[config.mk]
export PLATFORM = sky130hd
export DESIGN_NAME = otter_io_responder
export DESIGN_NICKNAME = d
export VERILOG_FILES = /design/src/rtl/otter_io_pkg.sv /design/src/rtl/otter_io_timer.sv /design/src/rtl/otter_io_responder.sv
export SDC_FILE = /design/constraint.sdc
export NUM_CORES = 1
export LEC_CHECK = 0
export ABC_AREA = 1
export BUFFER_PORTS_ARGS = -buffer_cell sky130_fd_sc_hd__buf_2
export CAP_MARGIN = 10
export CORE_UTILIZATION = 56
export CTS_CLUSTER_DIAMETER = 120
export CTS_CLUSTER_SIZE = 24
export DETAILED_ROUTE_END_ITERATION = 16
export PLACE_DENSITY = 0.8
export SYNTH_ARGS = -nofsm -noshare
export SYNTH_HDL_FRONTEND = slang
export SYNTH_SLANG_ARGS = --single-unit
[constraint.sdc]
create_clock -name CLK -period 6 [get_ports CLK]
set_input_delay 0.9 -clock CLK [delete_from_list [all_inputs] [get_ports CLK]]
set_output_delay 0.9 -clock CLK [all_outputs]
set_load 0.01 [all_outputs]
[src/rtl/otter_io_pkg.sv]
// Shared register map, timer control layout and timer state encoding for the
// OTTER IOBUS responder.
package otter_io_pkg;

  localparam logic [7:0] SW_OFS     = 8'h00;
  localparam logic [7:0] LEDS_OFS   = 8'h20;
  localparam logic [7:0] SSEG_OFS   = 8'h40;
  localparam logic [7:0] TCTRL_OFS  = 8'h60;
  localparam logic [7:0] TLOAD_OFS  = 8'h64;
  localparam logic [7:0] TCOUNT_OFS = 8'h68;
  localparam logic [7:0] TSTAT_OFS  = 8'h6C;

  localparam int TCTRL_EN_BIT    = 0;
  localparam int TCTRL_AUTO_BIT  = 1;
  localparam int TCTRL_IE_BIT    = 2;
  localparam int TCTRL_PRESC_LSB = 8;
  localparam int TCTRL_PRESC_W   = 8;

  typedef struct packed {
    logic [TCTRL_PRESC_W-1:0] presc;
    logic                     ie;
    logic                     auto;
    logic                     en;
  } tctrl_t;

  typedef enum logic {
    T_IDLE = 1'b0,
    T_RUN  = 1'b1
  } tstate_e;

  // Bus image of TCTRL; unused bits read as zero.
  function automatic logic [31:0] tctrl_word(input tctrl_t c);
    logic [31:0] w;
    w = 32'h0;
    w[TCTRL_PRESC_LSB +: TCTRL_PRESC_W] = c.presc;
    w[TCTRL_IE_BIT]   = c.ie;
    w[TCTRL_AUTO_BIT] = c.auto;
    w[TCTRL_EN_BIT]   = c.en;
    return w;
  endfunction

endpackage

[src/rtl/otter_io_timer.sv]
// Prescaled countdown timer: control/reload registers, count, pending flag
// and the registered interrupt line.
module otter_io_timer
  import otter_io_pkg::*;
#(
  parameter int PRESCALE_W = 8
) (
  input  logic        clk_i,
  input  logic        rst_i,
  input  logic        load_wr_i,
  input  logic [31:0] load_val_i,
  input  logic        ctrl_wr_i,
  input  tctrl_t      ctrl_val_i,
  input  logic        w1c_i,
  output logic [31:0] count_o,
  output logic [31:0] tload_o,
  output tctrl_t      ctrl_o,
  output logic        pend_o,
  output logic        en_o,
  output logic        intr_o
);

  tstate_e               state_q, state_d;
  tctrl_t                ctrl_q, ctrl_d;
  logic [31:0]           tload_q, tload_d;
  logic [31:0]           count_q, count_d;
  logic [PRESCALE_W-1:0] psc_q, psc_d;
  logic                  pend_q, pend_d;
  logic                  intr_q;
  logic                  psc_wrap;
  logic                  tick;
  logic                  expire;

  // State register
  always_ff @(posedge clk_i or posedge rst_i) begin
    if (rst_i) state_q <= T_IDLE;
    else       state_q <= state_d;
  end

  // Next state: a control write always decides EN; otherwise a one-shot
  // expiry drops back to idle.
  always_comb begin
    state_d = state_q;
    if (ctrl_wr_i)
      state_d = ctrl_val_i.en ? T_RUN : T_IDLE;
    else if (expire && !ctrl_q.auto)
      state_d = T_IDLE;
  end

  // FSM outputs: a TLOAD write swallows the tick of its cycle.
  always_comb begin
    psc_wrap = (psc_q == PRESCALE_W'(ctrl_q.presc));
    tick     = (state_q == T_RUN) && psc_wrap && !load_wr_i;
    expire   = tick && (count_q <= 32'd1);
  end

  always_comb begin
    ctrl_d  = ctrl_wr_i ? ctrl_val_i : ctrl_q;
    tload_d = load_wr_i ? load_val_i : tload_q;

    psc_d = psc_q + PRESCALE_W'(1);
    if (load_wr_i || state_q != T_RUN || psc_wrap)
      psc_d = '0;

    count_d = count_q;
    if (load_wr_i)
      count_d = load_val_i;
    else if (expire)
      count_d = ctrl_q.auto ? tload_q : 32'd0;
    else if (tick)
      count_d = count_q - 32'd1;

    pend_d = pend_q;
    if (expire)
      pend_d = 1'b1;
    else if (w1c_i)
      pend_d = 1'b0;
  end

  always_ff @(posedge clk_i or posedge rst_i) begin
    if (rst_i) begin
      ctrl_q  <= '0;
      tload_q <= '0;
      count_q <= '0;
      psc_q   <= '0;
      pend_q  <= 1'b0;
      intr_q  <= 1'b0;
    end else begin
      ctrl_q  <= ctrl_d;
      tload_q <= tload_d;
      count_q <= count_d;
      psc_q   <= psc_d;
      pend_q  <= pend_d;
      intr_q  <= pend_q & ctrl_q.ie;
    end
  end

  always_comb begin
    ctrl_o    = ctrl_q;
    ctrl_o.en = (state_q == T_RUN);
  end

  assign count_o = count_q;
  assign tload_o = tload_q;
  assign pend_o  = pend_q;
  assign en_o    = (state_q == T_RUN);
  assign intr_o  = intr_q;

endmodule

[src/rtl/otter_io_responder.sv]
// OTTER IOBUS peripheral: address decode, zero-latency read mux, LED/7-seg
// registers, switch synchroniser and the countdown timer.
module otter_io_responder
  import otter_io_pkg::*;
#(
  parameter logic [31:0] BASE_ADDR  = 32'h1100_0000,
  parameter int          PRESCALE_W = 8,
  parameter int          SW_W       = 16
) (
  input  logic            CLK,
  input  logic            RESET,
  input  logic [31:0]     IOBUS_ADDR,
  input  logic [31:0]     IOBUS_OUT,
  input  logic            IOBUS_WR,
  output logic [31:0]     IOBUS_IN,
  input  logic [SW_W-1:0] SWITCHES,
  output logic [SW_W-1:0] LEDS,
  output logic [15:0]     SSEG_VAL,
  output logic            INTR
);

  logic [31:0]     addr_diff;
  logic            in_win;
  logic [7:0]      ofs;
  logic            wr_leds, wr_sseg, wr_tctrl, wr_tload, wr_tstat;
  logic [SW_W-1:0] sw_meta_q, sw_sync_q;
  logic [SW_W-1:0] leds_q, leds_d;
  logic [15:0]     sseg_q, sseg_d;
  tctrl_t          ctrl_wval;
  tctrl_t          tmr_ctrl;
  logic [31:0]     tmr_count, tmr_tload;
  logic            tmr_pend, tmr_en;

  // Unsigned wrap makes addresses below the base land far outside the window.
  assign addr_diff = IOBUS_ADDR - BASE_ADDR;
  assign in_win    = (addr_diff[31:8] == 24'h0);
  assign ofs       = addr_diff[7:0] & 8'hFC;

  assign wr_leds  = IOBUS_WR && in_win && (ofs == LEDS_OFS);
  assign wr_sseg  = IOBUS_WR && in_win && (ofs == SSEG_OFS);
  assign wr_tctrl = IOBUS_WR && in_win && (ofs == TCTRL_OFS);
  assign wr_tload = IOBUS_WR && in_win && (ofs == TLOAD_OFS);
  assign wr_tstat = IOBUS_WR && in_win && (ofs == TSTAT_OFS);

  always_comb begin
    ctrl_wval       = '0;
    ctrl_wval.presc = IOBUS_OUT[TCTRL_PRESC_LSB +: TCTRL_PRESC_W];
    ctrl_wval.ie    = IOBUS_OUT[TCTRL_IE_BIT];
    ctrl_wval.auto  = IOBUS_OUT[TCTRL_AUTO_BIT];
    ctrl_wval.en    = IOBUS_OUT[TCTRL_EN_BIT];
  end

  assign leds_d = wr_leds ? IOBUS_OUT[SW_W-1:0] : leds_q;
  assign sseg_d = wr_sseg ? IOBUS_OUT[15:0] : sseg_q;

  always_ff @(posedge CLK or posedge RESET) begin
    if (RESET) begin
      sw_meta_q <= '0;
      sw_sync_q <= '0;
      leds_q    <= '0;
      sseg_q    <= '0;
    end else begin
      sw_meta_q <= SWITCHES;
      sw_sync_q <= sw_meta_q;
      leds_q    <= leds_d;
      sseg_q    <= sseg_d;
    end
  end

  otter_io_timer #(
    .PRESCALE_W (PRESCALE_W)
  ) u_timer (
    .clk_i      (CLK),
    .rst_i      (RESET),
    .load_wr_i  (wr_tload),
    .load_val_i (IOBUS_OUT),
    .ctrl_wr_i  (wr_tctrl),
    .ctrl_val_i (ctrl_wval),
    .w1c_i      (wr_tstat && IOBUS_OUT[0]),
    .count_o    (tmr_count),
    .tload_o    (tmr_tload),
    .ctrl_o     (tmr_ctrl),
    .pend_o     (tmr_pend),
    .en_o       (tmr_en),
    .intr_o     (INTR)
  );

  always_comb begin
    IOBUS_IN = 32'h0;
    if (in_win) begin
      case (ofs)
        SW_OFS:     IOBUS_IN = 32'(sw_sync_q);
        LEDS_OFS:   IOBUS_IN = 32'(leds_q);
        SSEG_OFS:   IOBUS_IN = {16'h0, sseg_q};
        TCTRL_OFS:  IOBUS_IN = tctrl_word(tmr_ctrl);
        TLOAD_OFS:  IOBUS_IN = tmr_tload;
        TCOUNT_OFS: IOBUS_IN = tmr_count;
        TSTAT_OFS:  IOBUS_IN = {31'h0, tmr_pend};
        default:    IOBUS_IN = 32'h0;
      endcase
    end
  end

  assign LEDS     = leds_q;
  assign SSEG_VAL = sseg_q;

  // EN is also visible through the TCTRL read image; the direct flag is spare.
  logic unused_en;
  assign unused_en = tmr_en;

endmodule

==> impl_results.md, run 1 <==
* Outcome: finished, final reports clean
* Hold WS at 0.348 ns
* Setup WS post-layout at 2.13 ns
* Most frequent cells in the layout: nand2_1, dfrtp_1, buf_2
* Pwr per Cell Area at 225 nW/um^2
* # rows at 43
* DP Cell Count at 1393
* Htree depth at 4
* Drt pass-1 iters at 7
* Place WS at 2.00 ns
* P_int at 1.64 mW
* Vias in the first global route at 7170
* CP startpoint kind: input pin
* Chip Height at 123 um
* Worst-margin pin slew at 1.01 ns
* Mapped Cells at 1103
* Antenna Cells at 0
* FF+latch count, synth at 149
* Drt drc at 0
* Post-Route WL at 22.2 mm
* Leak at 5.15 nW
* EDFF count, synth at 0
* Clock tree buffer depth at 2
* Final slew viol count at 0
* Worst-path fanout max at 19
* DP Wirelength at 15.1 mm
* Layout cells sized above 1 at 0.169
* Avg Cell Area, Syn at 7.40 sq um
* Nets at 1318
* Max Cap Viol at 0
* Post-Syn Nets at 1189
* Final setup TNS at 0 ns
* Final Cycle Share at 0.645
* Final setup violation count at 0
* Combinational power share at 0.032
* DR iter-0 viols at 657
* Pin count of the biggest net entering global routing at 104
* Clk slew on worst S/H paths at 0.06 ns
* Clk Latency, worst-skew pair at 0.44 ns
* Final Util at 0.674
* Hold Buf Count CTS at 0
* Non-Filler Instances at 1425
* Total track usage at 0.314
* Routed via count at 7817
* Worst Setup End Kind: output port
* Post_cts resized at 0
* Yosys cell types at 40
* FMAX at 259 MHz
* Layout area overhead at 16.0%
* Flop pwr share at 0.478
* Synthesized area at 8160 sq um
* Core area at 14000 sq um
* Post-synth ARST share at 1.00
* Tightest Hold Check Type: reg -> reg
* Final hold vios at 0
* Via density at 5.49
* P_sw at 494 uW
* # IOs at 148
* Die width at 123 um
* GRT overflow at 0
* WL/cell at 15.6 um
* Sw Ratio at 0.232
* Gp weighted congestion at 0.907
* # clock sinks at 149
* Min cycle time layout at 3.87 ns
* Root buffer cell: clkbuf_16
* Top_reg_cell synth: dfrtp_1
* Num CTS Buffers at 17
* First-pass GRT wire length at 35.8 mm
* RSZ-0062 raised after global routing: no
* Clock Skews at 0.00672 ns
* Worst slew margin at 0.327
* Initial antenna violation count at 0
* Post-route ant nets at 0
* Die footprint at 15100 sq um
* Warnings from Yosys at 0
* Postcts setup bufs at 0
* TritonCTS clock tree: yes
* Clock share of power at 0.490
* Peak supply drop at 0.000333 V
* Initial Utilization at 0.581
* Commonest non-fill, non-tap cell in the layout: nand2_1
* CP arrival at 2.97 ns
* Crit path kind: in -> out
* Sequential element share of the synthesized area at 0.457
* # port buffers at 145
* WP data required at 5.10 ns
[worst max-delay path: stages]
cell     delay [ns]
buf_2          0.10
nor2_2         0.18
nand2_1        0.13
nor3_4         0.62
buf_4          0.38
nand2_1        0.09
o21ai_0        0.10
a21oi_1        0.10
a41oi_1        0.20
buf_2          0.17
[worst paths after layout]
| kind | start | end | slack [ns] | depth (start not counted) |
|---|---|---|---|---|
| worst max-delay path | IOBUS_ADDR[4] | IOBUS_IN[13] | 2.13 | 10 |
| max in group asynchronous | RESET | sw_meta_q[0] | 4.14 | 3 |
| worst min register to register | sw_meta_q[12] | sw_sync_q[12] | 0.35 | 0 |
| worst min-delay path | sw_meta_q[12] | sw_sync_q[12] | 0.35 | 0 |
| worst max register to register | u_timer.count_o[0] | u_timer.count_o[26] | 3.21 | 13 |
| min in group asynchronous | RESET | u_timer.tload_o[17] | 0.66 | 2 |
[cell families after synthesis]
| logic type | after synthesis | share of synthesized area |
|---|---|---|
| AOI/OAI and AO/OA | 160 | 0.115 |
| xor gates and xnor gates | 29 | 0.0311 |
| adders and majority gates | 3 | 0.00460 |
| buffers and inverters | 140 | 0.0797 |
| DFF | 149 | 0.457 |
| and+or+nand+nor | 622 | 0.313 |
[per-stage QoR]
step           power (mW)  cell area (sq um)
4_1_cts              2.14               9470
6_report             2.13               9470
3_5_place_dp         1.11               8890
5_1_grt              2.20               9470
2_1_floorplan        1.06               8160
3_3_place_gp         1.11               8890
[state kept, by name (all words and copies together) (netlist names)]
name             flops
u_timer.pend_o       1
u_timer.tload_o     32
LEDS                16
u_timer.en_o         1
SSEG_VAL            16
u_timer.count_o     32
u_timer.psc_q        8
sw_sync_q           16
u_timer.ctrl_o      10
u_timer.intr_o       1
sw_meta_q           16
[cell usage after synthesis (4+ instances only)]
cell,instances,area share
nand4_1,19,0.015
nand2_2,4,0.0031
a41oi_1,7,0.0075
xnor2_1,8,0.0086
nor2_2,5,0.0038
clkbuf_8,7,0.012
nand3_1,18,0.011
buf_6,6,0.0083
a22o_1,4,0.0043
clkbuf_1,22,0.010
o211ai_1,15,0.014
o21ai_0,68,0.042
xor2_1,21,0.023
dfrtp_1,149,0.46
nor2_1,104,0.048
a221oi_1,8,0.0086
nand2_1,449,0.21
buf_2,8,0.0049
o21ai_1,15,0.0092
nor2_4,5,0.0069
a21oi_1,36,0.022
inv_1,92,0.042
[power groups by stage]
stage	registers [mW]	clock network, mW	logic [mW]
3_5_place_dp	1.04	0	0.0696
5_1_grt	1.02	1.10	0.0786
2_1_floorplan	1.04	0	0.0272
4_1_cts	1.02	1.05	0.0702
3_3_place_gp	1.04	0	0.0687
6_report	1.02	1.04	0.0686
[per-layer routing]
layer | vias to the layer above | share of wire | global-route usage
met5 | - | 0 | 0
met4 | 0 | 0.024 | 0.111
met3 | 43 | 0.063 | 0.0586
met2 | 291 | 0.47 | 0.503
met1 | 3716 | 0.44 | 0.429
li1 | 3767 | - | -
[layout make-up]
type	count	area [sq um]
clock buffer	20	457
clock inverter	12	120
fill	1188	4570
inverter	97	369
multi-input combinational	814	3780
sequential	149	3730
tap	180	225
timing repair buffer	153	786
No activity file was read; power rests on OpenSTA's default activity.
==> run 2: changes to the inputs <==
--- a/config.mk
+++ b/config.mk
@@ -8,11 +8,11 @@
 export ABC_AREA = 1
 export BUFFER_PORTS_ARGS = -buffer_cell sky130_fd_sc_hd__buf_2
 export CAP_MARGIN = 10
-export CORE_UTILIZATION = 56
+export CORE_UTILIZATION = 51
 export CTS_CLUSTER_DIAMETER = 120
 export CTS_CLUSTER_SIZE = 24
 export DETAILED_ROUTE_END_ITERATION = 16
-export PLACE_DENSITY = 0.8
+export PLACE_DENSITY = 0.77
 export SYNTH_ARGS = -nofsm -noshare
 export SYNTH_HDL_FRONTEND = slang
 export SYNTH_SLANG_ARGS = --single-unit
==> constraint.sdc (replaced) <==
create_clock -name CLK -period 3.25 [get_ports CLK]
set_input_delay 0.4875 -clock CLK [delete_from_list [all_inputs] [get_ports CLK]]
set_output_delay 0.4875 -clock CLK [all_outputs]
set_load 0.01 [all_outputs]
==> run 2 against run 1 <==
Net effect:
- sequential power up 84%
- worst hold slack worse by 0.19 ns
- cell area up 1.1%
- core utilization down 5.4 points
- sequential cell count unchanged
==> impl_results.md, run 2 (synthesis results as in run 1) <==
* Outcome: finished, final reports clean
* Nets at 1327
* Leak at 5.19 nW
* # IOs at 148
* Total track usage at 0.275
* RSZ-0062 raised after global routing: no
* # clock sinks at 149
* First-pass GRT wire length at 35.0 mm
* Hold Buf Count CTS at 0
* Min cycle time layout at 2.74 ns
* Worst slew margin at 0.344
* Worst-margin pin slew at 0.982 ns
* Layout cells sized above 1 at 0.175
* Final hold vios at 0
* Final setup TNS at 0 ns
* FILL cells at 1400
* CP max-delay cell: clkinv_1
* Layout area overhead at 17.2%
* Tightest Hold Check Type: in -> reg
* Setup WS post-layout at 0.511 ns
* Post-Route WL at 21.7 mm
* Worst-path fanout max at 14
* GRT overflow at 0
* CP arrival at 2.25 ns
* WP data required at 2.76 ns
* Hold WS at 0.155 ns
* Root buffer cell: clkbuf_16
* Antenna Cells at 0
* TritonCTS clock tree: yes
* DP Wirelength at 15.4 mm
* CP peak stage delay at 0.38 ns
* Initial antenna violation count at 0
* Routed via count at 7661
* Worst Setup End Kind: output port
* DR iter-0 viols at 637
* Max Cap Viol at 0
* Post_cts resized at 0
* Crit path kind: in -> out
* Initial Utilization at 0.529
* Pin count of the biggest net entering global routing at 150
* # port buffers at 145
* Postcts setup bufs at 0
* Family with the most delay on the worst path: buffers and inverters
* Vias in the first global route at 6966
* Die width at 129 um
* # rows at 45
* Clk slew on worst S/H paths at 0.07 ns
* Die footprint at 16500 sq um
* Drt drc at 0
* Via density at 5.23
* Tot Pwr at 3.90 mW
* Htree depth at 4
* Chip Height at 129 um
* Placed instance area at 9010 sq um
* FMAX at 365 MHz
* Pwr per Cell Area at 407 nW/um^2
* Final slew viol count at 0
* Crit path cell chain: buf_2, nand2_1, inv_2, nand2_1, inv_1, nand3_1, buf_4, clkinv_1, a21oi_1, a41oi_1, buf_2
* Num CTS Buffers at 17
* Commonest non-fill, non-tap cell in the layout: nand2_1
* Buf/Inv on CP at 6
* Final setup violation count at 0
* Post-route ant nets at 0
* Core area at 15400 sq um
* Peak supply drop at 0.000404 V
* Clock Skews at 0.0123 ns
* Design area at 9570 sq um
* Clk Latency, worst-skew pair at 0.43 ns
* WL/cell at 14.8 um
* CP startpoint kind: input pin
* Place WS at 0.539 ns
* Final Cycle Share at 0.843
* Clock tree buffer depth at 2
* Drt pass-1 iters at 5
* Gp weighted congestion at 0.916
* Most frequent cells in the layout: nand2_1, dfrtp_1, buf_2
## run 2: cell types whose count changed in the layout (fill, tap and decap cells not counted), sizes merged
cell	delta
buf	+9
inv	+6
clkbuf	-3
clkinv	-3
bufinv	-1
clkinvlp	+1
## run 2: area by class of cell
type                       instances  area, sq um  share of cell area
tap                              211          264              0.0276
multi-input combinational        814         3780               0.395
timing repair buffer             162          866              0.0905
clock buffer                      17          425              0.0445
sequential                       149         3730               0.390
inverter                          97          368              0.0384
clock inverter                    15          134              0.0140
## run 2: worst register-to-register path, cell delays in order (launching register included)
cell and delay (ns):
dfrtp_1 0.40, inv_1 0.17, ha_1 0.27, nand2_2 0.13, nor2_4 0.18, nand2_2 0.10, a21oi_4 0.22, nand3_4 0.41
nand2_1 0.23, nand2_1 0.07, nand2_1 0.05, nand2_1 0.05, nand2_1 0.05, nand2_1 0.06
## run 2: per-stage QoR
stage               cells   util
detailed placement   1433  0.584
floorplan            1103      -
global route         1465  0.620
finish               1465  0.620
CTS                  1465  0.620
global placement     1433  0.584
## run 2: power by group
part / switching [mW] / leakage (nW) / internal, mW
registers: 0.00506 / 2.00 / 1.87
clock network: 0.875 / 0.280 / 1.01
logic: 0.0831 / 2.91 / 0.0450
## run 2: routing by layer
layer | up-vias | global-route usage | part of all wire
li1 | 3787 | - | -
met1 | 3581 | 0.367 | 0.44
met2 | 265 | 0.457 | 0.48
met3 | 28 | 0.0474 | 0.061
met4 | 0 | 0.0872 | 0.015
met5 | - | 0 | 0
## run 2: final timing paths
kind	from	endpoint	slack, ns	depth (start not counted)
max in group asynchronous	RESET	u_timer.count_o[20]	2.37	3
min	SWITCHES[7]	sw_meta_q[7]	0.16	1
min reg2reg	sw_meta_q[12]	sw_sync_q[12]	0.35	0
max reg2reg	u_timer.count_o[0]	u_timer.count_o[27]	0.75	13
max	IOBUS_ADDR[6]	IOBUS_IN[13]	0.51	11
min in group asynchronous	RESET	LEDS[4]	0.27	3
==> run 3: changes to the inputs <==
==> constraint.sdc (replaced) <==
create_clock -name CLK -period 2.46 [get_ports CLK]
set_input_delay 0.369 -clock CLK [delete_from_list [all_inputs] [get_ports CLK]]
set_output_delay 0.369 -clock CLK [all_outputs]
set_load 0.01 [all_outputs]
==> run 3 against run 2 <==
Net effect:
- first-iteration DRC count decreased by 19%
- cell area up 1.5%
- sequential power rose by 32%
- critical path depth unchanged
- clock power rose by 32%
- total power grew 32%
- die area stayed put
- worst setup slack got worse by 0.34 ns
- sequential share of layout area is 0.57 points lower
- clock-buffer cell count up 3
- worst hold slack got worse by 0.12 ns
- largest cell class unchanged
==> impl_results.md, run 3 (synthesis results as in run 1) <==
* Outcome: finished, final reports clean
* Post-route ant nets at 0
* Htree depth at 4
* Setup WS post-layout at 0.176 ns
* Die footprint at 16500 sq um
* Most frequent cells in the layout: nand2_1, dfrtp_1, buf_2
* Post-Route WL at 22.4 mm
* RSZ-0062 raised after global routing: no
* # clock sinks at 149
* CP peak stage delay at 0.23 ns
* Pin count of the biggest net entering global routing at 55
* CP Depth at 11
* Reg area at 3730 sq um
* Final hold vios at 0
* Core area at 15400 sq um
* Root buffer cell: clkbuf_16
* Leak at 5.25 nW
* CP arrival at 1.91 ns
* Worst-path fanout max at 17
* TritonCTS clock tree: yes
* Gp weighted congestion at 0.921
* Worst-margin pin slew at 0.797 ns
* Layout cells sized above 1 at 0.183
* Routed via count at 7847
* RR Startpoint: u_timer.count_o[0]
* Place WS at 0.155 ns
* Chip Height at 129 um
* Clk slew on worst S/H paths at 0.06 ns
* Clock Skews at 0.00968 ns
* WL/cell at 15.1 um
* Peak supply drop at 0.000463 V
* Path depth of the worst reg2reg path at 12
* CP max-delay cell: buf_6
* Total track usage at 0.280
* FMAX at 438 MHz
* Final setup TNS at 0 ns
* CP startpoint kind: input pin
* Initial Utilization at 0.529
* GRT overflow at 0
* Tightest Hold Check Type: in -> reg
* Max Cap Viol at 0
* Crit path kind: in -> out
* FILL cells at 1409
* Hold_sp: SWITCHES[10]
* Min cycle time layout at 2.28 ns
* Nets at 1341
* Crit. Startpoint: IOBUS_ADDR[4]
* First-pass GRT wire length at 35.5 mm
* Drt drc at 0
* # rows at 45
* WP data required at 2.09 ns
* Buf/Inv on CP at 4
* Layout area overhead at 19.0%
* Num CTS Buffers at 17
* Initial antenna violation count at 0
* DP Cell Count at 1446
* Via density at 5.31
* Clock tree buffer depth at 2
* Family with the most delay on the worst path: buffers and inverters
* Hold path cells at 1
* Hold WS at 0.0367 ns
* Vias in the first global route at 7216
* Final setup violation count at 0
* DP Wirelength at 16.2 mm
* Worst slew margin at 0.469
* Drt pass-1 iters at 5
* Non-Filler Instances at 1479
* Die width at 129 um
* Final Cycle Share at 0.928
* Antenna Cells at 0
* Worst Setup End Kind: output port
* # IOs at 148
* Final slew viol count at 0
* DR iter-0 viols at 514
* Pwr per Cell Area at 531 nW/um^2
* Clk Latency, worst-skew pair at 0.43 ns
* Crit path cell chain: buf_2, nor2_2, nand2_1, buf_4, nor3_4, buf_6, nand2_1, o21ai_0, a221oi_1, a21oi_1, buf_2
* Postcts setup bufs at 0
* Commonest non-fill, non-tap cell in the layout: nand2_1
* # port buffers at 145
* Area of the multi-input gates at 3780 sq um
## run 3: where the power goes
group,switching (mW),total (mW),internal [mW]
Combinational,0.112,0.174,0.0625
Clock,1.06,2.49,1.43
Sequential,0.00788,2.49,2.48
Total,1.18,5.15,3.97
## run 3: layout make-up
class                   count  area share
clock buffers              20      0.0460
clock inverters            12      0.0120
inverters                  97      0.0379
multi-input cells         814       0.390
flip-flops and latches    149       0.384
well taps                 211      0.0272
repair buffers            176       0.103
## run 3: routing by layer
layer  vias to the layer above  wire (um)  GRT usage
met1                      3736      10000      0.372
li1                       3819          -          -
met4                         0        493      0.122
met3                        44       1110     0.0437
met5                         -          0          0
met2                       248      10800      0.455
## run 3: path summary, 6_finish.rpt
check                                 endpoint  slack (ns)
max in group asynchronous  u_timer.count_o[30]        1.21
hold reg to reg                   sw_sync_q[9]        0.35
min in group asynchronous              LEDS[4]        0.36
setup reg to reg           u_timer.count_o[14]        0.19
hold / removal                   sw_meta_q[10]        0.04
setup / recovery                   IOBUS_IN[7]        0.18
## run 3: repair_timing
item                                    CTS  global route
endpoints found under the hold margin     2             0
gates resized for setup                   0             2
hold buffers                              1             0
endpoints found under the setup margin    0             3
## run 3: stage by stage
step / instance area [sq um] / power, mW / util
6_report: 9710 / 5.15 / 0.629
3_3_place_gp: 9130 / 2.70 / 0.592
5_1_grt: 9710 / 5.30 / 0.629
3_5_place_dp: 9130 / 2.70 / 0.592
4_1_cts: 9700 / 5.17 / 0.629
2_1_floorplan: 8170 / 2.59 / -
